$ cat src/rtl/downlink_pcm_receiver.sv
// downlink_pcm_receiver
// Ground-side PCM consumer of the A22 downlink logic. Generates the DKSTRT
// word-start pulse and the DKBSNC bit-sync strobes, samples the returned
// serial stream (DKDATA or DKDATB) and assembles 40-bit downlink words.
// Completed words go to the telemetry-frame logic through a 2-entry
// valid/ready buffer with a sticky overrun flag.
//
// Optional feature: define DOWNLINK_PARITY_EN to add the PARERR port. Each
// buffered word then carries an odd-parity check of its CH34 and CH35 halves.
// With the macro undefined the port and all parity logic are absent.

module downlink_pcm_receiver #(
    parameter int FRAME_BITS = 40,
    parameter int BIT_DIV    = 8,
    parameter int SAMPLE_DLY = 2,
    parameter int WORD_GAP   = 16
) (
    input  logic                  clk,
    input  logic                  rst_,
    input  logic                  ENABLE,
    input  logic                  DATSEL,
    input  logic                  DKDATA,
    input  logic                  DKDATB,
    output logic                  DKSTRT,
    output logic                  DKBSNC,
    output logic                  DKEND,
    output logic                  WORD_VALID,
    input  logic                  WORD_READY,
    output logic [FRAME_BITS-1:0] WORD_DATA,
    output logic                  OVERRUN,
    input  logic                  CLR_OVR
`ifdef DOWNLINK_PARITY_EN
    ,
    output logic [1:0]            PARERR
`endif
);

    // One counter serves both the bit period and the inter-word gap.
    localparam int CNT_MAX = (BIT_DIV > WORD_GAP) ? BIT_DIV : WORD_GAP;
    localparam int CW      = $clog2(CNT_MAX);
    localparam int BW      = $clog2(FRAME_BITS);

    // Half-word boundaries for the CH34 / CH35 parity checks.
    localparam int HI_MSB = FRAME_BITS - 2;
    localparam int HI_LSB = FRAME_BITS - 17;
    localparam int LO_MSB = FRAME_BITS - 18;
    localparam int LO_LSB = FRAME_BITS - 33;

    // Buffer entries carry the parity flags alongside the word when enabled.
`ifdef DOWNLINK_PARITY_EN
    localparam int EW = FRAME_BITS + 2;
`else
    localparam int EW = FRAME_BITS;
`endif

    typedef enum logic [2:0] {
        S_IDLE,
        S_START,
        S_BIT,
        S_END,
        S_GAP
    } state_t;

    state_t                state_q, state_d;
    logic [CW-1:0]         cyc_q, cyc_d;
    logic [BW-1:0]         bit_q, bit_d;
    logic [FRAME_BITS-1:0] sr_q, sr_d;
    logic                  datsel_q, datsel_d;

    logic [1:0]            cnt_q, cnt_d;
    logic [EW-1:0]         head_q, head_d;
    logic [EW-1:0]         tail_q, tail_d;
    logic                  ovr_q, ovr_d;

    logic                  din;
    logic                  push;
    logic                  pop;
    logic [EW-1:0]         push_entry;

    // Serial input chosen by the channel select latched for this word.
    assign din = datsel_q ? DKDATB : DKDATA;

    // Word sequencer state, counters, shifter and latched channel select.
    always_ff @(posedge clk or negedge rst_) begin
        if (!rst_) begin
            state_q  <= S_IDLE;
            cyc_q    <= '0;
            bit_q    <= '0;
            sr_q     <= '0;
            datsel_q <= 1'b0;
        end else begin
            state_q  <= state_d;
            cyc_q    <= cyc_d;
            bit_q    <= bit_d;
            sr_q     <= sr_d;
            datsel_q <= datsel_d;
        end
    end

    // Next-state logic: start pulse, 40 bit periods, end pulse, idle gap.
    always_comb begin
        state_d  = state_q;
        cyc_d    = cyc_q;
        bit_d    = bit_q;
        sr_d     = sr_q;
        datsel_d = datsel_q;
        case (state_q)
            S_IDLE: begin
                cyc_d = '0;
                bit_d = '0;
                if (ENABLE) begin
                    state_d = S_START;
                end
            end
            S_START: begin
                bit_d = '0;
                if (cyc_q == '0) begin
                    datsel_d = DATSEL;
                end
                if (cyc_q == CW'(BIT_DIV - 1)) begin
                    cyc_d   = '0;
                    state_d = S_BIT;
                end else begin
                    cyc_d = cyc_q + 1'b1;
                end
            end
            S_BIT: begin
                if (cyc_q == CW'(SAMPLE_DLY)) begin
                    sr_d = {sr_q[FRAME_BITS-2:0], din};
                end
                if (cyc_q == CW'(BIT_DIV - 1)) begin
                    cyc_d = '0;
                    if (bit_q == BW'(FRAME_BITS - 1)) begin
                        state_d = S_END;
                    end else begin
                        bit_d = bit_q + 1'b1;
                    end
                end else begin
                    cyc_d = cyc_q + 1'b1;
                end
            end
            S_END: begin
                cyc_d   = '0;
                state_d = S_GAP;
            end
            S_GAP: begin
                if (cyc_q == CW'(WORD_GAP - 1)) begin
                    cyc_d   = '0;
                    state_d = ENABLE ? S_START : S_IDLE;
                end else begin
                    cyc_d = cyc_q + 1'b1;
                end
            end
            default: begin
                cyc_d   = '0;
                state_d = S_IDLE;
            end
        endcase
    end

    // Strobes to the A22 are decoded from registered state so reset kills them at once.
    always_comb begin
        DKSTRT = (state_q == S_START);
        DKBSNC = (state_q == S_BIT) && (cyc_q < CW'(BIT_DIV / 2));
        DKEND  = (state_q == S_END);
    end

    // The assembled word enters the buffer on the edge that closes the DKEND cycle.
    assign push = (state_q == S_END);

`ifdef DOWNLINK_PARITY_EN
    assign push_entry = {~^sr_q[HI_MSB:HI_LSB], ~^sr_q[LO_MSB:LO_LSB], sr_q};
`else
    assign push_entry = sr_q;
`endif

    assign WORD_VALID = (cnt_q != 2'd0);
    assign pop        = WORD_VALID && WORD_READY;
    assign WORD_DATA  = head_q[FRAME_BITS-1:0];
    assign OVERRUN    = ovr_q;

`ifdef DOWNLINK_PARITY_EN
    assign PARERR = head_q[EW-1:FRAME_BITS];
`endif

    // Buffer storage: registered head entry, second slot, occupancy and overrun flag.
    always_ff @(posedge clk or negedge rst_) begin
        if (!rst_) begin
            cnt_q  <= 2'd0;
            head_q <= '0;
            tail_q <= '0;
            ovr_q  <= 1'b0;
        end else begin
            cnt_q  <= cnt_d;
            head_q <= head_d;
            tail_q <= tail_d;
            ovr_q  <= ovr_d;
        end
    end

    // Buffer update: simultaneous push/pop keeps occupancy, push into a full buffer drops the word.
    always_comb begin
        cnt_d  = cnt_q;
        head_d = head_q;
        tail_d = tail_q;
        ovr_d  = ovr_q;
        if (CLR_OVR) begin
            ovr_d = 1'b0;
        end
        case ({push, pop})
            2'b11: begin
                if (cnt_q == 2'd1) begin
                    head_d = push_entry;
                end else begin
                    head_d = tail_q;
                    tail_d = push_entry;
                end
            end
            2'b10: begin
                if (cnt_q == 2'd0) begin
                    head_d = push_entry;
                    cnt_d  = 2'd1;
                end else if (cnt_q == 2'd1) begin
                    tail_d = push_entry;
                    cnt_d  = 2'd2;
                end else begin
                    ovr_d = 1'b1;
                end
            end
            2'b01: begin
                if (cnt_q == 2'd2) begin
                    head_d = tail_q;
                    tail_d = '0;
                    cnt_d  = 2'd1;
                end else begin
                    head_d = '0;
                    cnt_d  = 2'd0;
                end
            end
            default: begin
                cnt_d = cnt_q;
            end
        endcase
    end

endmodule

$ cat config.mk
export PLATFORM = sky130hd
export DESIGN_NAME = downlink_pcm_receiver
export DESIGN_NICKNAME = d
export VERILOG_FILES = /design/src/rtl/downlink_pcm_receiver.sv
export SDC_FILE = /design/constraint.sdc
export NUM_CORES = 1
export LEC_CHECK = 0
export CAP_MARGIN = 30
export CORE_ASPECT_RATIO = 1.75
export CORE_UTILIZATION = 47
export CTS_CLUSTER_DIAMETER = 150
export DETAILED_ROUTE_END_ITERATION = 8
export DONT_BUFFER_PORTS = 1
export GPL_TIMING_DRIVEN = 0
export PLACE_DENSITY_LB_ADDON = 0.25
export SYNTH_ARGS = -nofsm -noshare
export SYNTH_HDL_FRONTEND = slang
export SYNTH_SLANG_ARGS = --single-unit
$ cat constraint.sdc
create_clock -name clk -period 3.4 [get_ports clk]
set_input_delay 0.51 -clock clk [delete_from_list [all_inputs] [get_ports clk]]
set_output_delay 0.51 -clock clk [all_outputs]
set_load 0.02 [all_outputs]
Yosys cells after proc, flatten, opt, wreduce, memory -nomap -nowiden
Index checks and enable logic that the tools add are counted.

storage, ports and cells
  bits of input ports = 8
  output and inout port bits = 45
  word-level logic and storage cells = 84
  bits in registers = 137

operators by class
  $add $sub $neg = 2
  reduce and logical (&&, ||, !) cells = 18
  equal/unequal tests = 24
  order comparisons = 1
  multiplexer cells = 30

operators by type and width
  operator                                                    count
  2-to-1 mux 40 bit                                           6
  case mux 40 bit (3 select lines)                            2
  != test 2 bit, second input constant                        9
  2-to-1 mux 3 bit                                            5
  case mux 3 bit (5 select lines)                             1
  2-to-1 mux 6 bit                                            2
  case mux 6 bit (2 select lines)                             1
  2-to-1 mux 4 bit                                            2
  case mux 4 bit (2 select lines)                             1
  AND reduction 2 bit                                         4
  2-to-1 mux 1 bit                                            7
  adder 6 x 1 -> 6 bit, second input constant                 1
  == test 2 bit, second input constant                        3
  == test 3 x 2 -> 1 bit, second input constant               2
  == test 6 bit, second input constant                        1
  nonzero test 2 bit                                          3
  AND reduction 5 bit                                         1
  adder 4 x 1 -> 4 bit, second input constant                 1
  == test 2 x 1 -> 1 bit, second input constant               2
  == test 4 x 2 -> 1 bit, second input constant               1
  == test 4 x 3 -> 1 bit, second input constant               1
  == test 4 bit, second input constant                        1
  zero test 4 bit                                             1
  less-than comparator 4 x 3 -> 1 bit, second input constant  1
  other kinds (13)                                            16

Longest topological paths before layout
  depth in word-level cells = 5
  mapped depth = 12
  mapped depth without buffers = 7

Least setup slack after synthesis
OpenSTA, ideal clock, no wires.

  path kind = register to register
  from = reg cnt_q[0]
  to = reg head_q[1] (netlist: WORD_DATA[1])
  setup time = 0.082 ns
  stages on the path, launching flop included = 10
  required time = 3.318 ns
  path buffers = 3
  period minus slack after synthesis = 2.415 ns
  data arrival time = 2.333 ns
  slack = 0.985 ns
  cell sequence = dfrtp_1 -> buf_6 -> o21ai_0 -> inv_1 -> ha_1 -> clkbuf_1 -> nor4bb_1 -> clkbuf_1 -> o21ai_0 -> a31oi_1

between the ends
  word-level cells in the longest chain between the ends = 5
  elaborated cells between the ends (all ways) = 14
  those cells by class = 6 x eq/ne; 3 x mux; 5 x reduce/logical

ends and longest elaborated chain
  element                                                        line  source
  start, declared                                                70    logic [1:0] cnt_q, cnt_d;
  start signal, assigned                                         194   cnt_q <= cnt_d;
  nonzero test 2 bit                                             177   assign WORD_VALID = (cnt_q != 2'd0);
  logical AND 1 bit                                              178   assign pop = WORD_VALID && WORD_READY;
  == test 2 bit or == test 2 x 1 -> 1 bit (tied branches)        210   case ({push, pop})
  != test 2 bit (no line) or nonzero test 3 bit (tied branches)  -
  AND reduction 2 bit (no line)                                  -
  end signal, assigned                                           190   head_q <= '0;
  end signal, assigned                                           195   head_q <= head_d;
  end, declared                                                  71    logic [EW-1:0] head_q, head_d;

Several ways; a longest one is shown, not always the timed one.
A chain may end at the register's enable or synchronous reset.

Final worst setup path
  from = reg cnt_q[0]
  to = reg head_q[38] (netlist: WORD_DATA[38])

Same word-level chain as after synthesis.

==> impl_results.md <==
* Seq/Total Area, Yosys at 0.541
* Worst Hold Class: input pin to asynchronous set/reset pin
* Slowest CP cell: nor4bb_2
* YS warnings at 0
* Post-synthesis xor/xnor area fraction at 0.00552
* Clock tree buffer depth at 2
* Vias per cell at 6.01
* Vias at 4423
* Top cell by count, worst path: clkbuf_1
* Final setup TNS at 0 ps
* First-pass GRT wire length at 23300 um
* Antenna violations before repair at 0
* Core Region at 13100 um^2
* Max-slew headroom at 0.443
* Clock transition at path regs at 60 ps
* Largest family of logic cells by synthesized area: compound AO/OA/AOI/OAI gates
* Clk root buf: clkbuf_16
* Initial core utilization at 0.485
* Top post-synthesis cells by area: dfrtp_1, mux2_2, a222oi_1, a22o_1, mux2_1
* Rows at 55
* CP cell instances: buf_6, o21ai_0, inv_1, ha_1, clkbuf_1, nor4bb_2, clkbuf_1, a222oi_1, a21oi_1
* CP Capture Point: WORD_DATA[38]
* Synth Area in Compound Gates at 0.177
* Peak supply drop at 380 uV
* Drt first pass iters at 9
* CP Launch Point: cnt_q[0]
* Simple-gate area share of the yosys netlist at 0.0777
* Die Area at 14000 um^2
* Largest net degree at the start of global routing at 138
* Tot GR Track Use at 0.210
* Unrepaired setup endpoints after global routing: false
* Post-Synth Adder-Cell Area at 0.0158
* Fmax at 322 MHz
* Iter 0 DRT Violations at 390
* Status: finished, violations left
* Worst slew pin tran at 830 ps
* Clk_lat worst skew at 410 ps
* WS Path Type: register to register
* DR WL/cell at 18.8 um
* Post-CTS setup buffers at 0
* Final Max Slew Viols at 0
* Period utilization at 0.914
* Post-DP HPWL at 9210 um
* Top_reg_cell synth: dfrtp_1
* Maxcap violations at 0
* Worst Setup Start Kind: register
* Worst Skew at 8.52 ps
* Crit path required time at 3740 ps
* Pleak at 3.37 nW
* Share of cells above drive strength 1 at 0.188
* CTS tree: built
* DIE WIDTH at 89.8 um
* Pwr Density at 498 nW/um^2
* Antenna cell count at 0
* WP data arrival at 3450 ps
* Failing checks: hold timing
* Worst reg2reg path startpoint: cnt_q[0]
* Share of the synthesized area in the top cell type at 0.541
* Final hold slack at -205 ps
* Final min period at 3110 ps
* Post-synthesis mux area share at 0.145
* EDFF count, synth at 0
* CTS H-tree depth at 4
* Number of synthesized register bits at 137
* DRC viols at 0
* Routed Antenna Nets at 0
* Mapped Cells at 533
* Async SR Flop Fraction at 1.00
* CP bufs+invs at 4
* CTS Sinks at 137
* Cell depth of the worst setup path at 9
* Vias in the first global route at 4641
* Syn nets at 549
* Worst-case reg-to-reg path depth at 9
* Routability cong. at 0.781
* Syn Area/Cell at 11.9 um^2
* Die height at 156 um
* CP delay by family, top: buffers and inverters
* CP Capture Type: register
* Post-Syn Area at 6340 um^2
* Leading area contributor after synthesis: dfrtp_1
* Library cells used by synthesis at 46
* FF-to-FF End: WORD_DATA[38]
* Max Fanout on Critical Path at 10
* Port bufs at 0
* Drt total wl at 13900 um
* Fin. Hold Viols at 137
* Synth-to-Final Area Change at 13.3%
* Final setup violation count at 0
* Worst reg-to-reg setup slack at 290 ps
* Top Ports at 53
* Worst stage delay on the critical path at 580 ps
* Fill cells at 1153
* Nets at 568
* Number of buffers created by CTS at 17
* Grt total ovfl at 0
[through the flow]
| step | power, W | area [um^2] | std cells | util | setup WS (ps) |
|---|---|---|---|---|---|
| 2_1_floorplan | 0.00168 | 6340 | 533 | - | 985 |
| 5_1_grt | 0.00368 | 7180 | 736 | 0.549 | 112 |
| 6_report | 0.00358 | 7180 | 736 | 0.549 | 291 |
| 3_3_place_gp | 0.00168 | 6560 | 704 | 0.501 | 297 |
| 3_5_place_dp | 0.00168 | 6560 | 704 | 0.501 | 184 |
| 4_1_cts | 0.00361 | 7180 | 736 | 0.549 | 120 |
[area by class of cell]
class                      count  area (um^2)  share of cell area
clock inverter                11          171              0.0239
inverter                       9         33.8             0.00470
multi-input combinational    343         2680               0.373
clock buffer                  21          450              0.0627
sequential                   137         3430               0.477
tap                          171          214              0.0298
buffer                        44          208              0.0289
[worst register-to-register path: stages, from the launching register on]
cell and delay (ps):
dfrtp_1 370, buf_6 130, o21ai_0 380, inv_1 130, ha_1 290, clkbuf_1 230, nor4bb_2 580, clkbuf_1 480
a222oi_1 240, a21oi_1 190
[registers in the layout (all words and copies together) (netlist names)]
signal / flops
tail_q: 40
cnt_q: 2
push_entry: 40
state_q: 3
cyc_q: 4
bit_q: 6
WORD_DATA: 40
OVERRUN: 1
datsel_q: 1
[worst min path at each step]
stage | startpoint | endpoint | slack [ps]
after floorplan | rst_ | OVERRUN | 210
after global placement | rst_ | state_q[0] | 220
after detailed placement | rst_ | state_q[1] | 220
after CTS | rst_ | state_q[1] | -220
after global routing | rst_ | datsel_q | -230
final | rst_ | datsel_q | -200
[layer usage]
metal	GRT usage	vias to the layer above	routed length [um]
li1	-	2062	-
met1	0.240	2252	5620
met2	0.385	96	7510
met3	0.0492	13	539
met4	0.0695	0	187
met5	0	-	0
[report_power, final]
part	internal, W	total, W	switching [W]
clock network	0.00125	0.00193	0.000681
registers	0.00164	0.00164	0.00000579
logic	0.00000416	0.00000588	0.00000172
[cell families after synthesis]
logic type	count (synthesis)
simple gates	103
xor+xnor	4
fa+ha+maj	8
buf+inv	53
mux	82
flops	137
compound gates	146
[synth_stat cells (2+ instances only)]
cell and number:
a21o_1 2, a21oi_1 42, a222oi_1 39, a22o_1 40, a31oi_1 3, buf_1 3
buf_2 13, buf_6 3, clkbuf_1 24, dfrtp_1 137, ha_1 8, inv_1 9
mux2_1 27, mux2_2 52, mux2i_1 3, nand2_1 14, nand3_1 11, nand3b_1 4
nor2_1 52, nor2b_1 6, nor3_1 2, nor4bb_1 2, o211ai_1 2, o21ai_0 10
or2_2 2, xnor2_1 2, xor2_1 2
[cells in the final DEF (no fill, tap or decap), types with 2 or more instances in the layout]
master / count
clkinv_2: 2
mux2_2: 52
buf_6: 3
ha_1: 8
inv_1: 9
a22o_1: 40
o21ai_0: 10
nand3_1: 11
xnor2_1: 2
o211ai_1: 2
nor2_1: 52
nand3b_1: 4
buf_1: 3
clkinvlp_4: 2
nand2_1: 14
buf_2: 13
xor2_1: 2
nor2b_1: 6
mux2i_1: 3
mux2_1: 27
dfrtp_1: 137
clkbuf_16: 17
a21o_1: 2
a31oi_1: 3
a21oi_1: 42
clkinv_4: 3
clkbuf_1: 27
bufinv_16: 4
or2_2: 2
nor3_1: 2
a222oi_1: 39
[what timing repair did]
action	in CTS	in global routing
endpoints found under the hold margin	137	137
endpoints found under the setup margin	0	14
resized for setup	0	1
No activity file was read; power rests on OpenSTA's default activity.
